$ cat config.mk
export PLATFORM = sky130hd
export DESIGN_NAME = pll_lock_supervisor
export DESIGN_NICKNAME = d
export VERILOG_FILES = /design/src/rtl/pll_lock_supervisor.sv
export SDC_FILE = /design/constraint.sdc
export NUM_CORES = 1
export LEC_CHECK = 0
export BUFFER_PORTS_ARGS = -buffer_cell sky130_fd_sc_hd__buf_2
export CORE_UTILIZATION = 50
export CTS_CLUSTER_SIZE = 12
export DETAILED_ROUTE_END_ITERATION = 8
export PLACE_DENSITY_LB_ADDON = 0.25
export SLEW_MARGIN = 20
export SYNTH_ARGS = -nofsm -noshare
export SYNTH_HDL_FRONTEND = slang
export SYNTH_SLANG_ARGS = --single-unit
export TNS_END_PERCENT = 20
$ cat constraint.sdc
create_clock -name inclk0 -period 5.7 [get_ports inclk0]
set_clock_uncertainty 0.05 [all_clocks]
set_input_delay 0.57 -clock inclk0 [delete_from_list [all_inputs] [get_ports inclk0]]
set_output_delay 0.57 -clock inclk0 [all_outputs]
set_load 0.01 [all_outputs]
$ cat src/rtl/pll_lock_supervisor.sv
// Purpose: sequences PLL reset, waits for lock, qualifies it, then releases downstream reset.
// Latency: pll_locked reaches the FSM through a 2-flop synchronizer; outputs are registered with the state.
// Backpressure: none; this block is a free-running supervisor with no handshake.
//
// Ports:
//   inclk0        reference clock; the only clock used here
//   areset        asynchronous active-high reset
//   pll_locked    raw PLL lock flag, asynchronous to inclk0
//   pll_rst       registered active-high reset to the PLL
//   sys_reset     registered active-high reset to logic clocked by the PLL
//   ready         registered, high only while in RUN
//   lock_loss_cnt saturating count of lock losses seen in RUN
//   timeout_cnt   saturating count of lock-wait timeouts
//   state         current state: PLL_RST=0, WAIT_LOCK=1, STABILIZE=2, RUN=3
module pll_lock_supervisor #(
    parameter int RST_CYCLES    = 16,
    parameter int LOCK_TIMEOUT  = 50000,
    parameter int STABLE_CYCLES = 1024
) (
    input  logic       inclk0,
    input  logic       areset,
    input  logic       pll_locked,
    output logic       pll_rst,
    output logic       sys_reset,
    output logic       ready,
    output logic [7:0] lock_loss_cnt,
    output logic [7:0] timeout_cnt,
    output logic [1:0] state
);

    typedef enum logic [1:0] {
        S_PLL_RST   = 2'd0,
        S_WAIT_LOCK = 2'd1,
        S_STABILIZE = 2'd2,
        S_RUN       = 2'd3
    } state_t;

    // Wide enough for the largest legal LOCK_TIMEOUT.
    localparam int CNT_W = 20;
    localparam logic [CNT_W-1:0] RST_LAST    = CNT_W'(RST_CYCLES - 1);
    localparam logic [CNT_W-1:0] TIMEOUT_LAST = CNT_W'(LOCK_TIMEOUT - 1);
    localparam logic [CNT_W-1:0] STABLE_LAST = CNT_W'(STABLE_CYCLES - 1);

    logic             sync1_q;
    logic             locked_s;
    state_t           state_q;
    state_t           state_d;
    logic [CNT_W-1:0] cnt_q;
    logic             timeout_hit;
    logic             lock_lost;

    // Two-flop synchronizer for the asynchronous lock flag.
    always_ff @(posedge inclk0 or posedge areset) begin
        if (areset) begin
            sync1_q  <= 1'b0;
            locked_s <= 1'b0;
        end else begin
            sync1_q  <= pll_locked;
            locked_s <= sync1_q;
        end
    end

    always_comb begin
        state_d     = state_q;
        timeout_hit = 1'b0;
        lock_lost   = 1'b0;
        case (state_q)
            S_PLL_RST: begin
                if (cnt_q == RST_LAST) begin
                    state_d = S_WAIT_LOCK;
                end
            end
            S_WAIT_LOCK: begin
                // Lock is tested first so it wins over a coincident timeout.
                if (locked_s) begin
                    state_d = S_STABILIZE;
                end else if (cnt_q == TIMEOUT_LAST) begin
                    state_d     = S_PLL_RST;
                    timeout_hit = 1'b1;
                end
            end
            S_STABILIZE: begin
                // A dropout restarts the lock wait with a fresh timeout window.
                if (!locked_s) begin
                    state_d = S_WAIT_LOCK;
                end else if (cnt_q == STABLE_LAST) begin
                    state_d = S_RUN;
                end
            end
            S_RUN: begin
                if (!locked_s) begin
                    state_d   = S_PLL_RST;
                    lock_lost = 1'b1;
                end
            end
            default: state_d = S_PLL_RST;
        endcase
    end

    // Outputs are decoded from the next state so they move on the same edge
    // as the state register; sys_reset is high in every state except RUN,
    // which keeps it asserted whenever pll_rst is.
    always_ff @(posedge inclk0 or posedge areset) begin
        if (areset) begin
            state_q       <= S_PLL_RST;
            cnt_q         <= '0;
            pll_rst       <= 1'b1;
            sys_reset     <= 1'b1;
            ready         <= 1'b0;
            lock_loss_cnt <= 8'd0;
            timeout_cnt   <= 8'd0;
        end else begin
            state_q   <= state_d;
            pll_rst   <= (state_d == S_PLL_RST);
            sys_reset <= (state_d != S_RUN);
            ready     <= (state_d == S_RUN);
            // Shared counter: restarts on every state change, holds at max in RUN.
            if (state_d != state_q) begin
                cnt_q <= '0;
            end else if (cnt_q != '1) begin
                cnt_q <= cnt_q + 1'b1;
            end
            if (timeout_hit && (timeout_cnt != 8'hFF)) begin
                timeout_cnt <= timeout_cnt + 8'd1;
            end
            if (lock_lost && (lock_loss_cnt != 8'hFF)) begin
                lock_loss_cnt <= lock_loss_cnt + 8'd1;
            end
        end
    end

    assign state = state_q;

endmodule

==> flow_metrics.env <==
export IMPL_status="finished, final reports clean"
export IMPL_rows=23
export IMPL_required_ns=5.80
export IMPL_yosysSeqAreaShare=0.4980
export IMPL_crit_buf_inv=0
export IMPL_ctsHoldBuffers=0
export IMPL_utilization=0.6029
export IMPL_r2r_start="cnt_q[0]$_DFFE_PP0P_"
export IMPL_r2r_setup_slack_ns=3.19
export IMPL_dieArea_sq_um=4599
export IMPL_final_area_sq_um=2464
export IMPL_worst_pin_slew_ns=0.7348
export IMPL_slew_headroom=0.5075
export IMPL_cts_tree="yes"
export IMPL_worstHoldEndpoint="sync1_q$_DFF_PP0_"
export IMPL_initialDrtViolationCount=93
export IMPL_dp_final_hpwl_mm=2.681
export IMPL_grt_pass1_wl_mm=6.423
export IMPL_rsz0062_at_grt="false"
export IMPL_drive_gt1_frac=0.1967
export IMPL_insertion_delay_ns=0.29
export IMPL_yosysUniqueCellTypes=42
export IMPL_power_density_nw_per_um2=330.0
export IMPL_wirelength_mm=3.869
export IMPL_period_minus_slack_ns=2.508
export IMPL_post_dp_cell_area_sq_um=2331
export IMPL_clkTransAtPathRegs_ns=0.08
export IMPL_ys_ff_latch=43
export IMPL_port_buffers=23
export IMPL_synthArstFlopShare=1.000
export IMPL_grt_util_all_layers=0.1865
export IMPL_synthFlopType="dfrtp_1"
export IMPL_cts_root_buf="clkbuf_8"
export IMPL_min_from="pll_locked"
export IMPL_initial_core_util=0.5300
export IMPL_gp_congestion=0.8103
export IMPL_avgSynthCellArea_sq_um=10.31
export IMPL_min_path_type="input pin to flip-flop"
export IMPL_worstHoldPathCells=1
export IMPL_final_common_cell="dfrtp_1"
export IMPL_first_global_vias=1422
export IMPL_synth_fp_nets=216
export IMPL_wire_per_inst_um=13.39
export IMPL_startpoint_type="flip-flop"
export IMPL_fin_crit_sh=0.4400
export IMPL_numCtsBuffers=5
export IMPL_setup_violations=0
export IMPL_grt_overflow_total=0
export IMPL_end_kind="flip-flop"
export IMPL_die_w_um=67.82
export IMPL_final_hold_violation_count=0
export IMPL_crit_family="compound AO/OA/AOI/OAI gates"
export IMPL_crit_arrival_ns=2.61
export IMPL_dp_cells=281
export IMPL_synth_edf_count=0
export IMPL_cts_htree_levels=2
export IMPL_path_cells="ha_1 > nand2_1 > or3_4 > o311ai_2 > o211a_1 > nor2_1"
export IMPL_cap_violations=0
export IMPL_slew_violations=0
export IMPL_fmax_mhz=398.7
export IMPL_power_leakage_nw=1.114
export IMPL_final_nets=244
export IMPL_final_cell_mix="dfrtp_1 (41), nor2_1 (25), buf_2 (23)"
export IMPL_ys_warn_count=0
export IMPL_post_cts_setup_buffer_count=0
export IMPL_boundaryPins=24
export IMPL_vias_per_cell=5.529
export IMPL_ir_drop_v=0.0002507
export IMPL_final_antenna_net_count=0
export IMPL_reg2regPathDepth=6
export IMPL_drt_pass1_iter_count=4
export IMPL_die_y_um=67.82
export IMPL_clock_sinks=43
export IMPL_cts_max_path_buffers=2
export IMPL_syn2layout_area_growth_pct=13.75
export IMPL_grt_max_degree=44
export IMPL_cp_max_fo=20
export IMPL_cts_resized=0
export IMPL_r2r_end="cnt_q[8]$_DFFE_PP0P_"
export IMPL_crit_path_max_incr_delay_ns=0.65
export IMPL_synthCells=210
export IMPL_antenna_found_initial=0
export IMPL_finalSetupTns_ns=0
export IMPL_stdcell_count=289
export IMPL_crit_type="flip-flop to flip-flop"
export IMPL_via_count=1598
export IMPL_drc=0
export IMPL_synth_area_sq_um=2166
export IMPL_core_area_sq_um=4086
export IMPL_crit_path_top_delay_cell="o211a_1"
export IMPL_n_antenna_cell=0
export IMPL_finalPower_w=0.0008129
==> how the worst max path moves through the flow <==
stage | startpoint | to | slack (ns) | cells after the start
final | cnt_q[0]$_DFFE_PP0P_ | cnt_q[8]$_DFFE_PP0P_ | 3.19 | 6
after global routing | cnt_q[16]$_DFFE_PP0P_ | cnt_q[3]$_DFFE_PP0P_ | 2.95 | 5
after CTS | cnt_q[0]$_DFFE_PP0P_ | cnt_q[8]$_DFFE_PP0P_ | 3.14 | 6
after detailed placement | cnt_q[0]$_DFFE_PP0P_ | cnt_q[12]$_DFFE_PP0P_ | 3.15 | 6
after global placement | cnt_q[0]$_DFFE_PP0P_ | cnt_q[0]$_DFFE_PP0P_ | 3.18 | 6
after floorplan | cnt_q[0]$_DFFE_PP0P_ | cnt_q[2]$_DFFE_PP0P_ | 3.75 | 7
==> sequential cells by signal (all words and copies together), names as in the netlist, 2 cells and up <==
| register | cells |
|---|---|
| timeout_cnt | 8 |
| lock_loss_cnt | 8 |
| state | 2 |
| cnt_q | 20 |
==> logic make-up after synthesis <==
family / count (synthesis) / synth area share
and+or+nand+nor: 105 / 0.2588
xor gates and xnor gates: 32 / 0.1294
adders and majority gates: 3 / 0.01733
buffers and inverters: 8 / 0.02195
AOI/OAI and AO/OA: 18 / 0.06933
DFF: 43 / 0.4980
muxes: 1 / 0.005199
==> per-stage QoR <==
step           setup slack [ns]  hold slack [ns]
3_5_place_dp              3.150           0.3102
5_1_grt                   2.955           0.3145
2_1_floorplan             3.748           0.2812
3_3_place_gp              3.178           0.3085
4_1_cts                   3.138           0.3166
6_report                  3.192           0.3222
==> per-layer routing <==
metal	vias up	wire length (um)	track usage
li1	799	-	-
met1	766	1923	0.2428
met2	28	1777	0.3069
met3	5	131	0.05000
met4	0	37	0.04688
met5	-	0	0
==> where the power goes <==
| part | switching [W] | internal (W) |
|---|---|---|
| clock network | 0.000102 | 0.000175 |
| logic | 0.0000902 | 0.0000617 |
| registers | 0.0000430 | 0.000341 |
| total | 0.000236 | 0.000577 |
==> Yosys cell counts (2+ instances only) <==
cell type	n	area, sq um
nor3_1	10	50.05
nand2_1	20	75.07
a21oi_1	5	25.02
nand3_1	13	65.06
dfrtp_1	41	1026
buf_6	2	22.52
and3_1	4	25.02
dfstp_2	2	52.55
nor4_1	2	12.51
ha_1	3	37.54
nor2_1	25	93.84
inv_1	4	15.01
xor2_1	10	87.58
buf_2	2	10.01
o311a_1	2	20.02
a211oi_1	5	37.54
nor2b_1	3	18.77
xnor2_1	22	192.7
nand4_1	11	68.82
and4_1	2	17.52
==> area by class of cell <==
cell class / instances / area [sq um]
Inverter: 4 / 15.01
Clock inverter: 2 / 60.06
Timing Repair Buffer: 25 / 130.1
Multi-Input combinational cell: 159 / 1045
Clock buffer: 6 / 72.57
Sequential cell: 43 / 1079
Tap cell: 50 / 62.56
Fill cell: 359 / 1623
No activity file was read; power rests on OpenSTA's default activity.
